--- config.mk ---
export PLATFORM = sky130hd
export DESIGN_NAME = ddr3_read_master
export DESIGN_NICKNAME = d
export VERILOG_FILES = /design/src/rtl/ddr3_read_master.sv
export SDC_FILE = /design/constraint.sdc
export NUM_CORES = 1
export LEC_CHECK = 0
export CAP_MARGIN = 20
export CORE_AREA = 2 2 235 237
export CTS_CLUSTER_DIAMETER = 40
export DETAILED_ROUTE_END_ITERATION = 8
export DIE_AREA = 0 0 237 239
export PLACE_DENSITY = 0.62
export SYNTH_ARGS = -nofsm -noshare
export SYNTH_HDL_FRONTEND = slang
export SYNTH_SLANG_ARGS = --single-unit
--- constraint.sdc ---
create_clock -name sys_clk -period 8.4 [get_ports sys_clk]
set_clock_uncertainty 0.1 [all_clocks]
set_input_delay 1.68 -clock sys_clk [delete_from_list [all_inputs] [get_ports sys_clk]]
set_output_delay 1.68 -clock sys_clk [all_outputs]
set_load 0.01 [all_outputs]
--- src/rtl/ddr3_read_master.sv ---
// ddr3_read_master: DDR3 readback master with a bounded number of
// outstanding reads, streaming 256-bit words into a PCIe-side FIFO.

module ddr3_read_master (
  input  logic         sys_clk,
  input  logic         sys_nrst,
  input  logic         rd_start,
  input  logic [24:0]  rd_base_addr,
  input  logic [24:0]  rd_length,
  output logic         ddr3_rd_req,
  output logic [24:0]  ddr3_rd_addr,
  input  logic         ddr3_rd_ack,
  input  logic [255:0] ddr3_rd_data,
  input  logic         ddr3_rd_valid,
  input  logic         fifo_prog_full,
  output logic         fifo_wr_en,
  output logic [255:0] fifo_din,
  output logic         busy,
  output logic         done,
  output logic         rd_err
);

  localparam logic [24:0] ADDR_MAX = 25'd32799999;
  localparam logic [3:0]  OUT_MAX  = 4'd8;

  typedef enum logic [1:0] {
    IDLE,
    ISSUE,
    DRAIN,
    DONE
  } state_t;

  state_t         state_q, state_d;
  logic [24:0]    addr_q, addr_d;
  logic [24:0]    rem_q, rem_d;
  logic [3:0]     outst_q, outst_d;
  logic           req_q, req_d;
  logic           wr_en_q, wr_en_d;
  logic [255:0]   din_q, din_d;
  logic           err_q, err_d;
  logic           acked;
  logic           accept;

  // state and datapath registers, cleared asynchronously
  always_ff @(posedge sys_clk or negedge sys_nrst) begin
    if (!sys_nrst) begin
      state_q <= IDLE;
      addr_q  <= '0;
      rem_q   <= '0;
      outst_q <= '0;
      req_q   <= 1'b0;
      wr_en_q <= 1'b0;
      din_q   <= '0;
      err_q   <= 1'b0;
    end else begin
      state_q <= state_d;
      addr_q  <= addr_d;
      rem_q   <= rem_d;
      outst_q <= outst_d;
      req_q   <= req_d;
      wr_en_q <= wr_en_d;
      din_q   <= din_d;
      err_q   <= err_d;
    end
  end

  // next-state, request issue and read-data forwarding
  always_comb begin
    state_d = state_q;
    addr_d  = addr_q;
    rem_d   = rem_q;
    outst_d = outst_q;
    req_d   = req_q;
    din_d   = din_q;
    err_d   = err_q;
    acked   = req_q & ddr3_rd_ack;
    accept  = ddr3_rd_valid & (outst_q != 4'd0);
    wr_en_d = accept;

    if (accept) begin
      din_d = ddr3_rd_data;
    end
    if (ddr3_rd_valid && !accept) begin
      err_d = 1'b1;
    end

    if (acked && !accept) begin
      outst_d = outst_q + 4'd1;
    end else if (!acked && accept) begin
      outst_d = outst_q - 4'd1;
    end

    unique case (state_q)
      IDLE: begin
        if (rd_start) begin
          if (rd_length != 25'd0) begin
            addr_d  = (rd_base_addr > ADDR_MAX) ? 25'd0
                                                : rd_base_addr;
            rem_d   = rd_length;
            state_d = ISSUE;
          end else begin
            state_d = DONE;
          end
        end
      end
      ISSUE: begin
        if (acked) begin
          req_d  = 1'b0;
          addr_d = (addr_q == ADDR_MAX) ? 25'd0
                                        : addr_q + 25'd1;
          rem_d  = rem_q - 25'd1;
          if (rem_q == 25'd1) begin
            state_d = DRAIN;
          end
        end else if (!req_q && rem_q != 25'd0 &&
                     outst_q < OUT_MAX && !fifo_prog_full) begin
          req_d = 1'b1;
        end
      end
      DRAIN: begin
        if (outst_q == 4'd0) begin
          state_d = DONE;
        end
      end
      DONE: begin
        state_d = IDLE;
      end
    endcase
  end

  assign ddr3_rd_req  = req_q;
  assign ddr3_rd_addr = addr_q;
  assign fifo_wr_en   = wr_en_q;
  assign fifo_din     = din_q;
  assign busy         = (state_q != IDLE);
  assign done         = (state_q == DONE);
  assign rd_err       = err_q;

endmodule

# ---- Yosys cells after proc, flatten, opt, wreduce, memory -nomap -nowiden
# Cells that the tools add are included.
dict set report op_classes {
  addsub 4
  n_lt_le_gt_ge 2
  n_eq_ne 10
  n_mux 20
  bitwise 2
  n_reduce_logical 22
}
# operator count
set op_table {}
lappend op_table {{25-bit two-way mux} 8}
lappend op_table {{25-bit one-hot mux with 2 select lines} 2}
lappend op_table {{25-bit nonzero test} 2}
lappend op_table {{25-bit by 1-bit adder with 25-bit output, second input constant} 1}
lappend op_table {{25-bit by 1-bit equality test with 1-bit output, second input constant} 1}
lappend op_table {{25-bit equality test, second input constant} 1}
lappend op_table {{25-bit greater-than comparator, second input constant} 1}
lappend op_table {{25-bit by 1-bit subtractor with 25-bit output, second input constant} 1}
lappend op_table {{2-bit two-way mux} 5}
lappend op_table {{2-bit != test, second input constant} 5}
lappend op_table {{4-bit two-way mux} 2}
lappend op_table {{2-bit one-hot mux with 4 select lines} 1}
lappend op_table {{4-bit AND reduction} 2}
lappend op_table {{2-bit nonzero test} 4}
lappend op_table {{1-bit logical AND} 6}
lappend op_table {{4-bit by 1-bit adder with 4-bit output, second input constant} 1}
lappend op_table {{2-bit equality test, second input constant} 2}
lappend op_table {{1-bit logical NOT} 4}
lappend op_table {{4-bit logical NOT} 1}
lappend op_table {{4-bit < comparator, second input constant} 1}
lappend op_table {{4-bit nonzero test} 1}
lappend op_table {{4-bit by 1-bit subtractor with 4-bit output, second input constant} 1}
lappend op_table {{1-bit AND} 2}
lappend op_table {{2-bit by 1-bit equality test with 1-bit output, second input constant} 1}
lappend op_table {{other kinds (3)} 4}
dict set report word_totals {
  regBits 315
  in_bits 312
  output_inout_bits 286
  word_cells 68
}

# ---- Longest topological paths before layout
# Gate-level depths: netlist (run 1).
dict set report logic_depth {
  word_depth 6
  ltp_mapped 11
  depth_no_buf 10
}

# ---- Worst setup path after synthesis (run 1)
# OpenSTA, ideal clock, no wires.
dict set report synth_timing {
  path_type {input-to-reg}
  startpoint {in ddr3_rd_valid}
  endpoint {reg outst_q[3]}
  setup_time_ns 0.125
  t_arrival_ns 3.284
  required_time_ns 8.175
  setup_slack_ns 4.891
  stages 10
  path_buffers 1
  cell_sequence {nand2_1 > buf_1 > ha_1 > inv_1 > ha_1 > a21o_1 > a21oi_1 > xnor2_1 > nor2_1 > xor2_1}
}
dict set report synth_between {
  elab_chain_cells 4
  word_cells_on_any_way 6
  cone_classes {mux: 1; bitwise: 1; reduce/logical: 4}
}
# item line
set synth_lines {}
lappend synth_lines {{from (decl)} 14} ;# input logic ddr3_rd_valid,
lappend synth_lines {{1-bit AND (*)} 77} ;# accept = ddr3_rd_valid & (outst_q != 4'd0);
lappend synth_lines {{1-bit logical NOT} 87} ;# if (acked && !accept) begin
lappend synth_lines {{1-bit logical AND} 87}
lappend synth_lines {{4-bit two-way mux / 2-bit nonzero test (equally long branches)} -}
lappend synth_lines {{to (signal assigned)} 59} ;# outst_q <= outst_d;
lappend synth_lines {{to (decl)} 36} ;# logic [3:0] outst_q, outst_d;
# Mark *: on every way between the ends. The rest lies on a longest branch, timed or not.
# A chain may end at the register's enable or synchronous reset.

# ---- Final worst setup path (run 1)
dict set report layout_timing {
  startpoint {in ddr3_rd_valid}
  endpoint {reg din_q[218], in the netlist fifo_din[218]}
}
dict set report layout_between {
  elab_chain_cells 1
}
# item line
set layout_lines {}
lappend layout_lines {{1-bit AND} 77}
lappend layout_lines {{to (signal assigned)} 62} ;# din_q <= din_d;
lappend layout_lines {{to (decl)} 39} ;# logic [255:0] din_q, din_d;
# Every way passes these cells.

==> results of run 1 <==
==> cell type report <==
class                      instances  area, um^2
clock buffer                      66        1500
clock inverter                    33         427
fill                            5247       31800
inverter                          30         120
multi-input combinational       1174        5650
sequential                       315        7880
tap                              704         881
timing repair buffer             611        6110
==> registers in the layout, indices dropped and copies added, names as in the netlist <==
signal        count
fifo_din        256
ddr3_rd_addr     25
rem_q            25
outst_q           4
state_q           2
ddr3_rd_req       1
fifo_wr_en        1
rd_err            1
==> kinds of logic after synthesis <==
logic type                 after synthesis  synth area share
and+or+nand+nor                       1018             0.308
DFF                                    315             0.563
AOI/OAI and AO/OA                      136            0.0763
buffers and inverters                  123            0.0356
adders and majority gates               13            0.0122
xor gates and xnor gates                 4           0.00250
muxes                                    3           0.00224
==> power groups by stage <==
stage / Clock (mW) / Sequential, mW / Combinational [mW]
global placement: 0 / 2.40 / 2.70
floorplan: 0 / 2.51 / 1.16
detailed placement: 0 / 2.41 / 2.74
CTS: 2.37 / 2.40 / 2.75
global route: 2.44 / 2.47 / 2.97
finish: 2.32 / 2.41 / 2.74
==> worst min-delay path, cell delays in order, from the launching register on <==
cell,delay [ns]
dfrtp_1,0.33
nand2_1,0.05
nand2_1,0.05
==> path summary, 6_finish.rpt <==
path | startpoint | endpoint | slack [ns]
max | ddr3_rd_valid | fifo_din[218] | 4.30
min | fifo_din[35] | fifo_din[35] | 0.37
max reg2reg | outst_q[0] | outst_q[3] | 5.02
min reg2reg | fifo_din[35] | fifo_din[35] | 0.37
max in group asynchronous | sys_nrst | fifo_din[65] | 5.88
min in group asynchronous | sys_nrst | ddr3_rd_addr[2] | 1.01
==> metal layers <==
metal | GRT usage | vias up
met2 | 0.314 | 615
met3 | 0.0531 | 120
met5 | 0 | -
li1 | - | 6531
met4 | 0.0696 | 8
met1 | 0.221 | 6705
==> cells in the mapped netlist (all sizes together), types with 12 or more instances <==
| master | number |
|---|---|
| dfrtp | 315 |
| nand3 | 43 |
| and3 | 13 |
| and4 | 12 |
| nor4 | 26 |
| buf | 12 |
| o21ai | 25 |
| ha | 12 |
| a221o | 18 |
| nand2 | 808 |
| clkbuf | 81 |
| o211ai | 14 |
| inv | 29 |
| nor2 | 21 |
| nor3 | 22 |
| nand4 | 32 |
==> metrics by stage <==
stage | instance area, um^2 | utilization | std cells | power, mW
2_1_floorplan | 14000 | - | 1612 | 3.66
3_3_place_gp | 20600 | 0.380 | 2834 | 5.10
3_5_place_dp | 20600 | 0.380 | 2834 | 5.15
4_1_cts | 22600 | 0.415 | 2933 | 7.53
5_1_grt | 22600 | 0.415 | 2933 | 7.88
6_report | 22600 | 0.415 | 2933 | 7.47
==> results.yml, run 1 <==
worst_setup_path:
  cp.required_ns: 8.81
  start_kind: "input port"
  cp.arrival_ns: 4.51
  cp_top_family: "buffers and inverters"
  end_kind: "flip-flop"
  critPathKind: "in2reg"
  cp.buffers_inverters: 3
  slowest_delay_ns: 0.78
  reg2reg_depth: 10
  cp.depth: 6
  path_common_cell: "nand2_1"
  path_cells: "clkdlybuf4s50_1, nand2_4, inv_8, buf_4, nand2_1, nand2_1"
  worst_path_max_delay_cell: "inv_8"
  crit_path_max_fanout: 150
synth:
  yosysUniqueCellTypes: 71
  synth_edf_count: 0
  synth_top_area_cell: "dfrtp_1"
  ys_warn_count: 0
  syn_nets: 1937
  synth_top_area_share: 0.563
  syn_area_mm2: 0.0140
  netlist_top_cells_area: "dfrtp_1 56%, nand2_1 22%, clkbuf_1 2.1%"
  postSynthAreaPerCell_um2: 8.68
  async_flop_share: 1.00
  synth_flop_cell: "dfrtp_1"
  synth-seq-area-share: 0.563
  synth_seq_cells: 315
  syn_inst: 1612
power_and_ir_drop:
  switching_share: 0.357
  p_leak_nw: 10.3
  switchingPower_mw: 2.67
  power.share.combinational: 0.366
  internal_power_mw: 4.80
  seqPwrFrac: 0.323
  power_density_mw_per_mm2: 331
  p_clk_frac: 0.311
  vdd_drop_max_mv: 0.184
clock_network:
  worstSkewPairLatency_ns: 0.59
  cts_buffers: 54
  ctsLongestPathBuffers: 3
  cts_max_level: 2
  postCtsSetupRepairBufs: 0
  path_clk_slew_ns: 0.05
  cts_tree: "built"
  clock_sinks: 315
  root_buffer: "clkbuf_16"
  ctsHoldBuffers: 0
  cts_resized: 0
grt:
  grt.overflow.total: 0
  grt_pass1_vias: 14084
  antenna_found_initial: 4
  track_usage: 0.185
  grt_pass1_wl_um: 82300
  grt_max_degree: 194
floorplan:
  chipHeight_um: 239
  rows: 86
  ios: 598
  start_util: 0.258
  coreArea_mm2: 0.0543
  dieArea_mm2: 0.0566
  die-width_um: 237
routing:
  vias: 13979
  drt_pass1_iterations: 5
  wl_met3_um: 4420
  wl_per_cell_um: 18.5
  drt_iter0_drc: 957
  met1Wirelength_um: 21100
  ant_nets: 0
  wl_met2_um: 27000
  wirelength_um: 54300
  vias_per_cell: 4.77
  highest_layer: "met5"
  drc: 0
sta:
  layout_min_cycle_time_ns: 4.10
  worstMarginPinSlew_ns: 1.19
  drv_slew: 0
  period_share: 0.489
  setup_viol: 0
  tns_ns: 0
  hold_ws_ns: 0.366
  rsz0062_at_grt: "no"
  worst_slack_ns: 4.30
  slew_headroom: 0.206
  clock.fmax_ghz: 0.244
  hold_viol: 0
status:
  status: "finished clean"
run:
  maxCapViolCount: 0
placed_design:
  portBuffers: 597
  dp_hpwl_um: 38700
  dpl_worst_slack_ns: 3.66
  place_congestion: 0.884
cells_and_area:
  layout_common_cells: "807 x nand2_1, 596 x clkdlybuf4s50_1, 315 x dfrtp_1"
  nNetsFinal: 2511
  drive_above_1_share: 0.0565
  syn_to_final_growth_pct: 61.3
  layout_commonest_cell: "nand2_1"
  antennaDiodeCount: 0
hold_path:
  hp-class: "reg2reg"
  holdPathStages: 2
(Power assumes the default switching activity.)
==> run 2: changes to the inputs <==
==> constraint.sdc (replaced) <==
create_clock -name sys_clk -period 4.05 [get_ports sys_clk]
set_clock_uncertainty 0.1 [all_clocks]
set_input_delay 0.81 -clock sys_clk [delete_from_list [all_inputs] [get_ports sys_clk]]
set_output_delay 0.81 -clock sys_clk [all_outputs]
set_load 0.01 [all_outputs]
==> run 2 against run 1 <==
Core utilization grew 0.44 points. Setup slack lost 3.4 ns. Flip-flop and latch count unchanged. Worst hold slack lost 0.22 ns. Via count about the same. Register-to-register slack lost 4.1 ns. Count of clock-buffer cells in the layout is 1 higher. Power is 110% higher. First-iteration DRC count rose by 5.6%. Critical path type is now reg2out. Largest power group unchanged.
==> results.yml, run 2 (synthesis results as in run 1) <==
cells_and_area:
  layout_common_cells: "807 x nand2_1, 596 x clkdlybuf4s50_1, 315 x dfrtp_1"
  layout_commonest_cell: "nand2_1"
  final_util: 0.420
  layout.cells.non_filler: 2957
  syn_to_final_growth_pct: 63.0
  largest_reg_flops: 256
  nNetsFinal: 2529
  drive_above_1_share: 0.0653
  design_area_mm2: 0.0228
clock_network:
  worstSkewPairLatency_ns: 0.59
  root_buffer: "clkbuf_16"
  cts_max_level: 2
  cts_buffers: 58
  ctsHoldBuffers: 0
  clock_sinks: 315
  postCtsSetupRepairBufs: 0
  ctsLongestPathBuffers: 3
  path_clk_slew_ns: 0.05
  cts_resized: 0
  cts_tree: "built"
floorplan:
  dieArea_mm2: 0.0566
  start_util: 0.258
  ios: 598
  rows: 86
  die-width_um: 237
  coreArea_mm2: 0.0543
  chipHeight_um: 239
sta:
  hold_viol: 0
  drv_slew: 0
  clock.fmax_ghz: 0.320
  tns_ns: 0
  hold_ws_ns: 0.146
  layout_min_cycle_time_ns: 3.12
  worstMarginPinSlew_ns: 0.806
  slew_headroom: 0.458
  rsz0062_at_grt: "no"
  setup_viol: 0
  period_share: 0.771
hold_path:
  hp-class: "in2async"
worst_setup_path:
  path_cells: "inv_1, ha_1, inv_1, clkdlybuf4s50_1"
  cp.arrival_ns: 2.21
  slowest_delay_ns: 0.58
  path_common_cell: "inv_1"
  crit_path_max_fanout: 6
  end_kind: "primary output"
  critPathKind: "reg2out"
  rr_startpoint: "ddr3_rd_addr[1]"
  reg2reg_depth: 6
  r2r_slack_ns: 0.95
  cp.required_ns: 3.14
  worst_path_max_delay_cell: "clkdlybuf4s50_1"
  start_kind: "flip-flop"
  r2r-end: "ddr3_rd_addr[9]"
placed_design:
  place_congestion: 0.915
  dp_hpwl_um: 40000
  placement.cell_area_mm2: 0.0208
  portBuffers: 597
  placed_cells: 2848
grt:
  grt_pass1_wl_um: 83400
  track_usage: 0.187
  antenna_found_initial: 7
  grt_max_degree: 146
  grt.overflow.total: 0
  grt_pass1_vias: 14003
routing:
  drt_pass1_iterations: 7
  wl_per_cell_um: 18.7
  drt_iter0_drc: 1011
  ant_nets: 0
  wirelength_um: 55300
  drc: 0
  vias_per_cell: 4.73
  vias: 13990
power_and_ir_drop:
  vdd_drop_max_mv: 0.410
  seqPwrFrac: 0.318
  switching_share: 0.363
  p_leak_nw: 10.4
  switchingPower_mw: 5.70
  power.share.combinational: 0.369
  internal_power_mw: 10.0
  p_clk_frac: 0.313
  power_density_mw_per_mm2: 689
run:
  maxCapViolCount: 0
status:
  status: "finished clean"
==> run 2: changes by cell type in the layout (fill, tap and decap cells not counted), moves of 3 or more <==
| cell | change |
|---|---|
| clkinv_4 | +5 |
| buf_12 | +6 |
| inv_6 | +4 |
| buf_4 | +8 |
| clkbuf_8 | -4 |
| clkbuf_16 | +3 |
| clkinvlp_4 | +3 |
==> run 2: cell type report <==
type | instances | area [um^2]
inverters | 30 | 120
clock buffers | 67 | 1530
diodes | 1 | 2.50
clock inverters | 41 | 463
flip-flops and latches | 315 | 7880
fillers | 5259 | 31500
well taps | 704 | 881
multi-input cells | 1174 | 5640
repair buffers | 625 | 6290
==> run 2: per-stage QoR <==
step	setup WS [ns]	total power, mW
after floorplan	1.21	7.60
after global placement	0.669	10.7
after detailed placement	0.703	10.8
after CTS	0.907	15.8
after global routing	0.814	16.5
final	0.927	15.7
==> run 2: worst max path at each step <==
stage | start | to | cells after the start
after global placement | rd_length[3] | ddr3_rd_addr[9] | 7
after global routing | state_q[0] | busy | 4
after CTS | state_q[0] | busy | 4
after detailed placement | rd_length[3] | ddr3_rd_addr[6] | 6
after floorplan | outst_q[0] | outst_q[3] | 11
final | state_q[0] | busy | 4
==> run 2: layer usage <==
metal,GRT usage,wire length (um),vias to the layer above
met2,0.324,27800,599
met4,0.0612,1520,12
met5,0,72,-
li1,-,-,6569
met1,0.221,21300,6696
met3,0.0584,4530,114
==> run 2: critical path, delay by kind of cell (launching register included) <==
kind,cells,cell delay (ns)
buffers and inverters,3,0.88
DFF,1,0.40
adders and majority gates,1,0.34
==> run 2: power groups by stage <==
| stage | Combinational, mW | Clock (mW) | Sequential [mW] |
|---|---|---|---|
| after global routing | 6.26 | 5.16 | 5.13 |
| after global placement | 5.72 | 0 | 4.97 |
| after floorplan | 2.40 | 0 | 5.20 |
| final | 5.79 | 4.92 | 5.00 |
| after detailed placement | 5.80 | 0 | 5.01 |
| after CTS | 5.83 | 5.02 | 4.98 |
